### src/rtl/reg_dump_streamer_if.sv
// reg_dump_streamer_if: bundles the register-file read port, the start/PC
// capture inputs, the status strobes and the valid/ready beat stream of the
// register dump engine. The engine side uses the master modport; the core and
// the stream consumer use the slave modport.
interface reg_dump_streamer_if #(
    parameter int DATA_W = 32
);
    logic              start;
    logic [DATA_W-1:0] pc_in;
    logic [4:0]        rd_addr;
    logic [DATA_W-1:0] rd_data;
    logic              out_valid;
    logic              out_ready;
    logic [DATA_W-1:0] out_data;
    logic [5:0]        out_index;
    logic              out_last;
    logic              busy;
    logic              freeze;
    logic              done;

    // Dump engine side
    modport master (
        input  start, pc_in, rd_data, out_ready,
        output rd_addr, out_valid, out_data, out_index, out_last,
               busy, freeze, done
    );

    // Core / register file / stream consumer side
    modport slave (
        output start, pc_in, rd_data, out_ready,
        input  rd_addr, out_valid, out_data, out_index, out_last,
               busy, freeze, done
    );
endinterface

### src/rtl/reg_dump_streamer.sv
// reg_dump_streamer: on a start pulse snapshots the PC, then walks the register
// file read port from $0 to $ra and streams every word over valid/ready.
// Beat tags: 6'h20 = PC, 0..31 = register number, 6'h21 = checksum.
// Optional feature macro: REG_DUMP_CHECKSUM_EN appends an XOR checksum beat
// (PC ^ all registers) after R31 and moves out_last onto it.
// Every output is registered; freeze mirrors busy so the core stays stalled
// for the whole dump.
module reg_dump_streamer #(
    parameter int DATA_W = 32,
    parameter int NREGS  = 32
) (
    input  logic                clk,
    input  logic                rst,
    reg_dump_streamer_if.master bus
);
    localparam logic [4:0] LAST_REG = 5'(NREGS - 1);
    localparam logic [5:0] IDX_PC   = 6'h20;
`ifdef REG_DUMP_CHECKSUM_EN
    localparam logic [5:0] IDX_SUM  = 6'h21;
`endif

    typedef enum logic [2:0] {
        ST_IDLE   = 3'd0,
        ST_PC     = 3'd1,
        ST_REGS   = 3'd2,
`ifdef REG_DUMP_CHECKSUM_EN
        ST_SUM    = 3'd3,
`endif
        ST_FINISH = 3'd4
    } state_t;

    state_t            r_state;
    state_t            w_state_nxt;

    logic              r_out_valid,  w_out_valid_nxt;
    logic [DATA_W-1:0] r_out_data,   w_out_data_nxt;
    logic [5:0]        r_out_index,  w_out_index_nxt;
    logic              r_out_last,   w_out_last_nxt;
    logic [4:0]        r_rd_addr,    w_rd_addr_nxt;
    logic              r_busy,       w_busy_nxt;
    logic              r_done,       w_done_nxt;
`ifdef REG_DUMP_CHECKSUM_EN
    logic [DATA_W-1:0] r_sum,        w_sum_nxt;
`endif

    logic              w_hs;
    logic              w_at_last_reg;

    // A beat leaves the output slot this cycle; the slot may then be reloaded.
    assign w_hs          = r_out_valid & bus.out_ready;
    // The beat currently in the slot is the final register word.
    assign w_at_last_reg = (r_out_index == {1'b0, LAST_REG});

    // State register with synchronous reset.
    always_ff @(posedge clk) begin
        if (rst) begin
            r_state <= ST_IDLE;
        end else begin
            r_state <= w_state_nxt;
        end
    end

    // Next-state logic: every transition out of a beat state waits for a handshake.
    always_comb begin
        w_state_nxt = r_state;
        case (r_state)
            ST_IDLE: begin
                if (bus.start) begin
                    w_state_nxt = ST_PC;
                end else begin
                    w_state_nxt = ST_IDLE;
                end
            end
            ST_PC: begin
                if (w_hs) begin
                    w_state_nxt = ST_REGS;
                end else begin
                    w_state_nxt = ST_PC;
                end
            end
            ST_REGS: begin
                if (w_hs && w_at_last_reg) begin
`ifdef REG_DUMP_CHECKSUM_EN
                    w_state_nxt = ST_SUM;
`else
                    w_state_nxt = ST_FINISH;
`endif
                end else begin
                    w_state_nxt = ST_REGS;
                end
            end
`ifdef REG_DUMP_CHECKSUM_EN
            ST_SUM: begin
                if (w_hs) begin
                    w_state_nxt = ST_FINISH;
                end else begin
                    w_state_nxt = ST_SUM;
                end
            end
`endif
            ST_FINISH: begin
                w_state_nxt = ST_IDLE;
            end
            default: begin
                w_state_nxt = ST_IDLE;
            end
        endcase
    end

    // Output logic: next contents of the output slot, read address and status flags.
    always_comb begin
        w_out_valid_nxt = r_out_valid;
        w_out_data_nxt  = r_out_data;
        w_out_index_nxt = r_out_index;
        w_out_last_nxt  = r_out_last;
        w_rd_addr_nxt   = r_rd_addr;
        w_busy_nxt      = r_busy;
        w_done_nxt      = 1'b0;
`ifdef REG_DUMP_CHECKSUM_EN
        w_sum_nxt       = r_sum;
`endif
        case (r_state)
            ST_IDLE: begin
                if (bus.start) begin
                    w_out_valid_nxt = 1'b1;
                    w_out_data_nxt  = bus.pc_in;
                    w_out_index_nxt = IDX_PC;
                    w_out_last_nxt  = 1'b0;
                    w_rd_addr_nxt   = 5'd0;
                    w_busy_nxt      = 1'b1;
`ifdef REG_DUMP_CHECKSUM_EN
                    w_sum_nxt       = bus.pc_in;
`endif
                end else begin
                    w_out_valid_nxt = 1'b0;
                    w_busy_nxt      = 1'b0;
                end
            end
            ST_PC, ST_REGS: begin
                if (w_hs && (r_state == ST_REGS) && w_at_last_reg) begin
`ifdef REG_DUMP_CHECKSUM_EN
                    w_out_data_nxt  = r_sum;
                    w_out_index_nxt = IDX_SUM;
                    w_out_last_nxt  = 1'b1;
`else
                    w_out_valid_nxt = 1'b0;
                    w_out_last_nxt  = 1'b0;
                    w_busy_nxt      = 1'b0;
                    w_done_nxt      = 1'b1;
`endif
                end else if (w_hs) begin
                    // rd_addr already points at the register this beat carries.
                    w_out_data_nxt  = bus.rd_data;
                    w_out_index_nxt = {1'b0, r_rd_addr};
`ifdef REG_DUMP_CHECKSUM_EN
                    w_out_last_nxt  = 1'b0;
                    w_sum_nxt       = r_sum ^ bus.rd_data;
`else
                    w_out_last_nxt  = (r_rd_addr == LAST_REG);
`endif
                    w_rd_addr_nxt   = (r_rd_addr == LAST_REG) ? 5'd0 : r_rd_addr + 5'd1;
                end else begin
                    w_out_valid_nxt = r_out_valid;
                end
            end
`ifdef REG_DUMP_CHECKSUM_EN
            ST_SUM: begin
                if (w_hs) begin
                    w_out_valid_nxt = 1'b0;
                    w_out_last_nxt  = 1'b0;
                    w_busy_nxt      = 1'b0;
                    w_done_nxt      = 1'b1;
                end else begin
                    w_out_valid_nxt = r_out_valid;
                end
            end
`endif
            ST_FINISH: begin
                w_out_valid_nxt = 1'b0;
                w_busy_nxt      = 1'b0;
            end
            default: begin
                w_out_valid_nxt = 1'b0;
                w_busy_nxt      = 1'b0;
            end
        endcase
    end

    // Output and datapath registers with synchronous reset; a reset aborts any dump silently.
    always_ff @(posedge clk) begin
        if (rst) begin
            r_out_valid <= 1'b0;
            r_out_data  <= '0;
            r_out_index <= 6'd0;
            r_out_last  <= 1'b0;
            r_rd_addr   <= 5'd0;
            r_busy      <= 1'b0;
            r_done      <= 1'b0;
`ifdef REG_DUMP_CHECKSUM_EN
            r_sum       <= '0;
`endif
        end else begin
            r_out_valid <= w_out_valid_nxt;
            r_out_data  <= w_out_data_nxt;
            r_out_index <= w_out_index_nxt;
            r_out_last  <= w_out_last_nxt;
            r_rd_addr   <= w_rd_addr_nxt;
            r_busy      <= w_busy_nxt;
            r_done      <= w_done_nxt;
`ifdef REG_DUMP_CHECKSUM_EN
            r_sum       <= w_sum_nxt;
`endif
        end
    end

    assign bus.out_valid = r_out_valid;
    assign bus.out_data  = r_out_data;
    assign bus.out_index = r_out_index;
    assign bus.out_last  = r_out_last;
    assign bus.rd_addr   = r_rd_addr;
    assign bus.busy      = r_busy;
    assign bus.freeze    = r_busy;
    assign bus.done      = r_done;
endmodule

### src/flat_wrapper.sv
// flat-port wrapper written by rule: the top's interface ports become plain ports
module reg_dump_streamer_flat 
#(
    parameter int DATA_W = 32,
    parameter int NREGS  = 32
)
  (clk, rst, bus_start, bus_pc_in, bus_rd_data, bus_out_ready, bus_rd_addr, bus_out_valid, bus_out_data, bus_out_index, bus_out_last, bus_busy, bus_freeze, bus_done);
  reg_dump_streamer_if #(.DATA_W(DATA_W)) bus_i ();
  input  logic clk;
  input  logic rst;
  input wire logic [$bits(bus_i.start)-1:0] bus_start;
  input wire logic [$bits(bus_i.pc_in)-1:0] bus_pc_in;
  input wire logic [$bits(bus_i.rd_data)-1:0] bus_rd_data;
  input wire logic [$bits(bus_i.out_ready)-1:0] bus_out_ready;
  output wire logic [$bits(bus_i.rd_addr)-1:0] bus_rd_addr;
  output wire logic [$bits(bus_i.out_valid)-1:0] bus_out_valid;
  output wire logic [$bits(bus_i.out_data)-1:0] bus_out_data;
  output wire logic [$bits(bus_i.out_index)-1:0] bus_out_index;
  output wire logic [$bits(bus_i.out_last)-1:0] bus_out_last;
  output wire logic [$bits(bus_i.busy)-1:0] bus_busy;
  output wire logic [$bits(bus_i.freeze)-1:0] bus_freeze;
  output wire logic [$bits(bus_i.done)-1:0] bus_done;
  assign bus_i.start = bus_start;
  assign bus_i.pc_in = bus_pc_in;
  assign bus_i.rd_data = bus_rd_data;
  assign bus_i.out_ready = bus_out_ready;
  assign bus_rd_addr = bus_i.rd_addr;
  assign bus_out_valid = bus_i.out_valid;
  assign bus_out_data = bus_i.out_data;
  assign bus_out_index = bus_i.out_index;
  assign bus_out_last = bus_i.out_last;
  assign bus_busy = bus_i.busy;
  assign bus_freeze = bus_i.freeze;
  assign bus_done = bus_i.done;
  reg_dump_streamer #(.DATA_W(DATA_W), .NREGS(NREGS)) u_core (.clk(clk), .rst(rst), .bus(bus_i));
endmodule
### config.mk
export PLATFORM = sky130hd
export DESIGN_NAME = reg_dump_streamer_flat
export DESIGN_NICKNAME = d
export VERILOG_FILES = /design/src/rtl/reg_dump_streamer_if.sv /design/src/rtl/reg_dump_streamer.sv /design/src/flat_wrapper.sv
export SDC_FILE = /design/constraint.sdc
export NUM_CORES = 1
export LEC_CHECK = 0
export CAP_MARGIN = 20
export CORE_MARGIN = 5
export CORE_UTILIZATION = 38
export CTS_BUF_LIST = sky130_fd_sc_hd__clkbuf_8
export CTS_CLUSTER_DIAMETER = 50
export DETAILED_ROUTE_END_ITERATION = 16
export PLACE_DENSITY = 0.75
export SLEW_MARGIN = 25
export SYNTH_ARGS = -nofsm -noshare
export SYNTH_HDL_FRONTEND = slang
export SYNTH_SLANG_ARGS = --single-unit
### constraint.sdc
create_clock -name clk -period 1.89 [get_ports clk]
set_clock_uncertainty 0.2 [all_clocks]
set_input_delay 0.567 -clock clk [delete_from_list [all_inputs] [get_ports clk]]
set_output_delay 0.567 -clock clk [all_outputs]
set_load 0.01 [all_outputs]
# ---- Yosys cells after proc, flatten, opt, wreduce, memory -nomap -nowiden
# Cells that the tools add are included.
dict set report word_totals {
  n_memories 0
  regBits 49
  romBits 0
  elab_cells 53
  mem_bits_rw 0
  latch_bits 0
  out_inout_bits 48
}
dict set report classes {
  shifts 0
  bitwise_logic 2
  n_lt_le_gt_ge 0
  n_mux 25
  reduce_logical 9
  eq_ne 9
  n_div 0
  addsub 1
  n_mul 0
}
# operator count
set op_table {}
lappend op_table {{$mux 32} 3}
lappend op_table {{$pmux 32 s2} 1}
lappend op_table {{$mux 5} 4}
lappend op_table {{$mux 6} 3}
lappend op_table {{$pmux 6 s2} 1}
lappend op_table {{$pmux 5 s2} 1}
lappend op_table {{$pmux 3 s3} 1}
lappend op_table {{$mux 1} 7}
lappend op_table {{$eq 6x5->1 const B} 1}
lappend op_table {{$add 5x1->5 const B} 1}
lappend op_table {{$eq 5x5->1 const B} 1}
lappend op_table {{$ne 2x1->1 const B} 2}
lappend op_table {{$ne 2x2->1 const B} 2}
lappend op_table {{$pmux 1 s2} 2}
lappend op_table {{$reduce_and 4->1} 1}
lappend op_table {{$reduce_or 2->1} 2}
lappend op_table {{$eq 3x1->1 const B} 1}
lappend op_table {{$eq 3x2->1 const B} 1}
lappend op_table {{$logic_and 1x1->1} 3}
lappend op_table {{$logic_not 3->1} 1}
lappend op_table {{$mux 3} 1}
lappend op_table {{$ne 3x1->1 const B} 1}
lappend op_table {{$reduce_and 3->1} 1}
lappend op_table {{$mux 2} 1}
lappend op_table {{3 further kinds} 3}

# ---- Depth between registers and ports, before layout
dict set report logic_depth {
  word_depth 5
  mapped_depth 6
  depth_no_buf 6
}

# ---- Least setup slack after synthesis
# Ideal clock, no wire load.
dict set report synth_path {
  path_kind {input to register}
  start {input bus_out_ready}
  end {register u_core.r_out_data[22], in the netlist u_core.bus.out_data[22]}
  required_ns 1.543
  path_stages 6
  setup_ns 0.147
  setup_slack_ns -0.135
  n_path_buf 2
  arrival_ns 1.678
  cell_sequence {nand4b_1 or4_4 buf_2 buf_6 a21oi_2 a311oi_2}
}
dict set report synth_between {
  elab_chain_cells 5
}
# element line
set synth_rtl {}
lappend synth_rtl {{start, declared} flat_wrapper.sv:14} ;# input wire logic [$bits(bus_i.out_ready)-1:0] bus_out_ready;
lappend synth_rtl {{$and 1x1->1 *} reg_dump_streamer.sv:50} ;# assign w_hs = r_out_valid & bus.out_ready;
lappend synth_rtl {{$logic_and 1x1->1 (2 in series)} reg_dump_streamer.sv:140} ;# if (w_hs && (r_state == ST_REGS) && w_at_last_reg) begin
lappend synth_rtl {{$ne 2x2->1 (no line)} --}
lappend synth_rtl {{$reduce_and 4->1 (no line) *} --}
lappend synth_rtl {{end signal, assigned} reg_dump_streamer.sv:204} ;# r_out_data <= w_out_data_nxt;
lappend synth_rtl {{end, declared} reg_dump_streamer.sv:36} ;# logic [DATA_W-1:0] r_out_data, w_out_data_nxt;
# Every way passes the cells marked *; elsewhere a longest branch is shown, timed or not.
# A chain may end at the register's enable or synchronous reset.

# ---- Final worst setup path
dict set report layout_path {
  start {register u_core.r_state[2]}
  end {register u_core.r_out_data[6], in the netlist u_core.bus.out_data[6]}
}
dict set report layout_between {
  elab_chain_cells 5
}
# element line
set layout_rtl {}
lappend layout_rtl {{start, declared} reg_dump_streamer.sv:32} ;# state_t r_state;
lappend layout_rtl {{start signal, assigned} reg_dump_streamer.sv:59} ;# r_state <= w_state_nxt;
lappend layout_rtl {{$eq 3x2->1} {reg_dump_streamer.sv:122, reg_dump_streamer.sv:140}}
lappend layout_rtl {{$logic_and 1x1->1 (2 in series)} reg_dump_streamer.sv:140}
lappend layout_rtl {{$ne 2x2->1 (no line)} --}
lappend layout_rtl {{$reduce_and 4->1 (no line)} --}
# Parallel ways exist; a longest one is shown, timed or not.

==> metrics.csv <==
metric,value,unit
status,"complete, but fails checks",
violated checks,setup timing,
Worst Path Buf+Inv,3,
Mapped Avg Cell Area,8.907,um^2
final hold violations,0,
Ys Warns,0,
first-pass GRT wire length,16030,um
sequential area share after synthesis,39.76,%
Hold Path Class,reg2reg,
ratio of cells with drive above 1 in the final layout,36.61,%
Num CTS Buffers,5,
Synth area leaders,"dfxtp_1 (40%), o21ai_0 (7.7%), a311oi_2 (7.3%), a311oi_1 (7.1%), a21oi_1 (6.1%)",
IO Pins,116,
router iterations before antenna repair,4,
slowest cell on the critical path,or4b_4,
"Top cell by count, worst path",buf_12,
crit-path leading delay family,simple AND/OR/NAND/NOR gates,
H-tree depth,2,
Nets,506,
vias in the first global route,3140,
"Clk Latency, worst-skew pair",300,ps
crit path DAT,2040,ps
WL final,10270,um
Post-synth EDFFs,0,
CP Launch Type,flip-flop,
most frequent cells after synthesis,"dfxtp_1 (49), nand2_1 (40), o21ai_0 (38)",
CTS tree,yes,
min cycle time layout,2044,ps
RSZ-0062 raised after global routing,true,
Crit. End Element,flip-flop,
setup tns final,-3479,ps
Initial Util,38.86,%
Async SR Flop Fraction,0,%
Gate Count Post-Synth,277,
Antenna Violating Nets Remaining,0,
drt wl/cell,19.98,um
area occupied by multi-input gates,0.001622,mm^2
top-area cell type share of the netlist area,39.76,%
clk slew on worst S/H paths,90,ps
CTS Root Cell,clkbuf_8,
aggregate global-route resource usage,23.49,%
Layout area overhead,93.81,%
syn_nets,347,
Slew headroom,72.13,%
Seq. cell area,0.001005,mm^2
initial antenna violation count,0,
1st-iter DRT viols,129,
synth unique cells,41,
routability congestion estimate,0.8456,
GRT overflow,0,
cells along the critical path,or4b_4 -> buf_6 -> o31ai_4 -> buf_12 -> buf_12 -> a21oi_2 -> a311oi_1,
M2 GR Usage,40.25,%
worst-path fanout max,8,
row cnt,29,
placed instance count,476,
dpl hpwl,5829,um
setup ws final,-153.9,ps
filler instances,434,
I/O Buffers,115,
"Data required, critical path",1890,ps
clk sink count,49,
grt met1 use,28.70,%
fin. max-slew vios,0,
worst slew pin tran,418.0,ps
kind of critical path,reg2reg,
DRC viols,0,
Die Y,90.58,um
worst vdd ir,0.4783,mV
Pleak,0.001907,uW
Post-Layout Cell Count,514,
largest area contributor in the netlist,dfxtp_1,
register bit total from synthesis,49,
hold buffer count at CTS,0,
clock buffer depth,2,
top-count cell post-synth,dfxtp_1,
final period utilization,108.1,%
GRT met3 Usage,5.583,%
GR peak layer,met2,
Netlist Area Pre-Place,0.002467,mm^2
die area,0.008205,mm^2
vias per cell,5.864,
Highest Clock Rate,489.3,MHz
largest net degree at the start of global routing,34,
dpl ws,-689.7,ps
max_cap viols,0,
# diodes,0,
P per Cell Area,594.8,mW/mm^2
total number of vias,3014,
final setup vio count,42,
core box area,0.006350,mm^2
"Core Util, Final",75.31,%
"Top FF cell, synth",dfxtp_1,
chip width,90.58,um
Crit path largest cell delay,560,ps
==> layout by cell type, fill, tap and decap left out, drive strengths merged, types with 2 or more instances in the layout <==
cell type and n:
dlygate4sd2 48, nor2 5, a311oi 32, nor2b 2
clkinv 2, nand3 2, nand4 7, a21oi 39
clkdlybuf4s50 64, inv 3, dfxtp 49, ha 2
o21ai 39, nor3 2, nor4 5, o2bb2ai 2
buf 69, o31ai 2, clkbuf 6, o32ai 2
a211oi 2, nand2 40
==> stage by stage <==
stage	hold slack [ps]	power (uW)	cell area, um^2
2_1_floorplan	276.2	1547	2521
3_3_place_gp	245.8	1950	3923
3_5_place_dp	248.2	1966	3923
4_1_cts	267.4	2794	4691
5_1_grt	286.0	2957	4782
6_report	279.4	2844	4782
==> flip-flops by register name, indices dropped and copies added (netlist names) <==
signal and cells:
u_core.bus.out_data 32, u_core.bus.out_index 6, u_core.bus.rd_addr 5, u_core.r_state 3, u_core.bus.done 1, u_core.bus.out_last 1
u_core.bus.out_valid 1
==> worst min-delay path: stages (launching register included) <==
cell and delay (ps):
dfxtp_1 320, nand2_1 50, a21oi_1 60
==> power by group <==
group	total [uW]	switching, uW	internal, uW	leakage (uW)
clock network	673	375	298	0.0000512
registers	1180	67.8	1110	0.000410
logic	993	442	551	0.00145
==> worst paths after layout <==
path | slack [ps] | to | startpoint | cells after the start
max | -150 | u_core.bus.out_data[6]$_SDFFE_PP0P_ | u_core.r_state[2]$_SDFF_PP0_ | 7
min | 280 | u_core.bus.out_last$_SDFFE_PP0P_ | u_core.bus.out_last$_SDFFE_PP0P_ | 2
max reg2reg | -150 | u_core.bus.out_data[6]$_SDFFE_PP0P_ | u_core.r_state[2]$_SDFF_PP0_ | 7
min reg2reg | 280 | u_core.bus.out_last$_SDFFE_PP0P_ | u_core.bus.out_last$_SDFFE_PP0P_ | 2
==> timing repair <==
item | CTS | global route
pin swaps | 56 | 24
gates resized for setup | 119 | 34
cloned | 10 | 0
buffers inserted | 23 | 4
endpoints found under the setup margin | 92 | 45
==> final cells by class <==
type	instances	area share (%)
clock inverter	2	0.2878
timing repair buffer	181	40.82
multi-input combinational	196	33.91
sequential	49	21.01
tap	77	2.015
clock buffer	6	1.727
inverter	3	0.2355
==> kinds of logic (layout without fill, tap and decap cells) <==
logic type / count (synthesis) / in the layout / synth area share (%)
adders and majority gates: 2 / 2 / 1.014
DFF: 49 / 49 / 39.76
and+or+nand+nor: 70 / 70 / 15.16
buffers and inverters: 32 / 192 / 6.998
AOI/OAI and AO/OA: 123 / 123 / 36.41
xor gates and xnor gates: 1 / 1 / 0.6594
==> routing by layer <==
| metal | up-vias | wire [um] |
|---|---|---|
| met5 | - | 0 |
| met3 | 19 | 637 |
| met4 | 0 | 208 |
| met2 | 128 | 5365 |
| li1 | 1376 | - |
| met1 | 1491 | 4058 |
(Power assumes the default switching activity.)
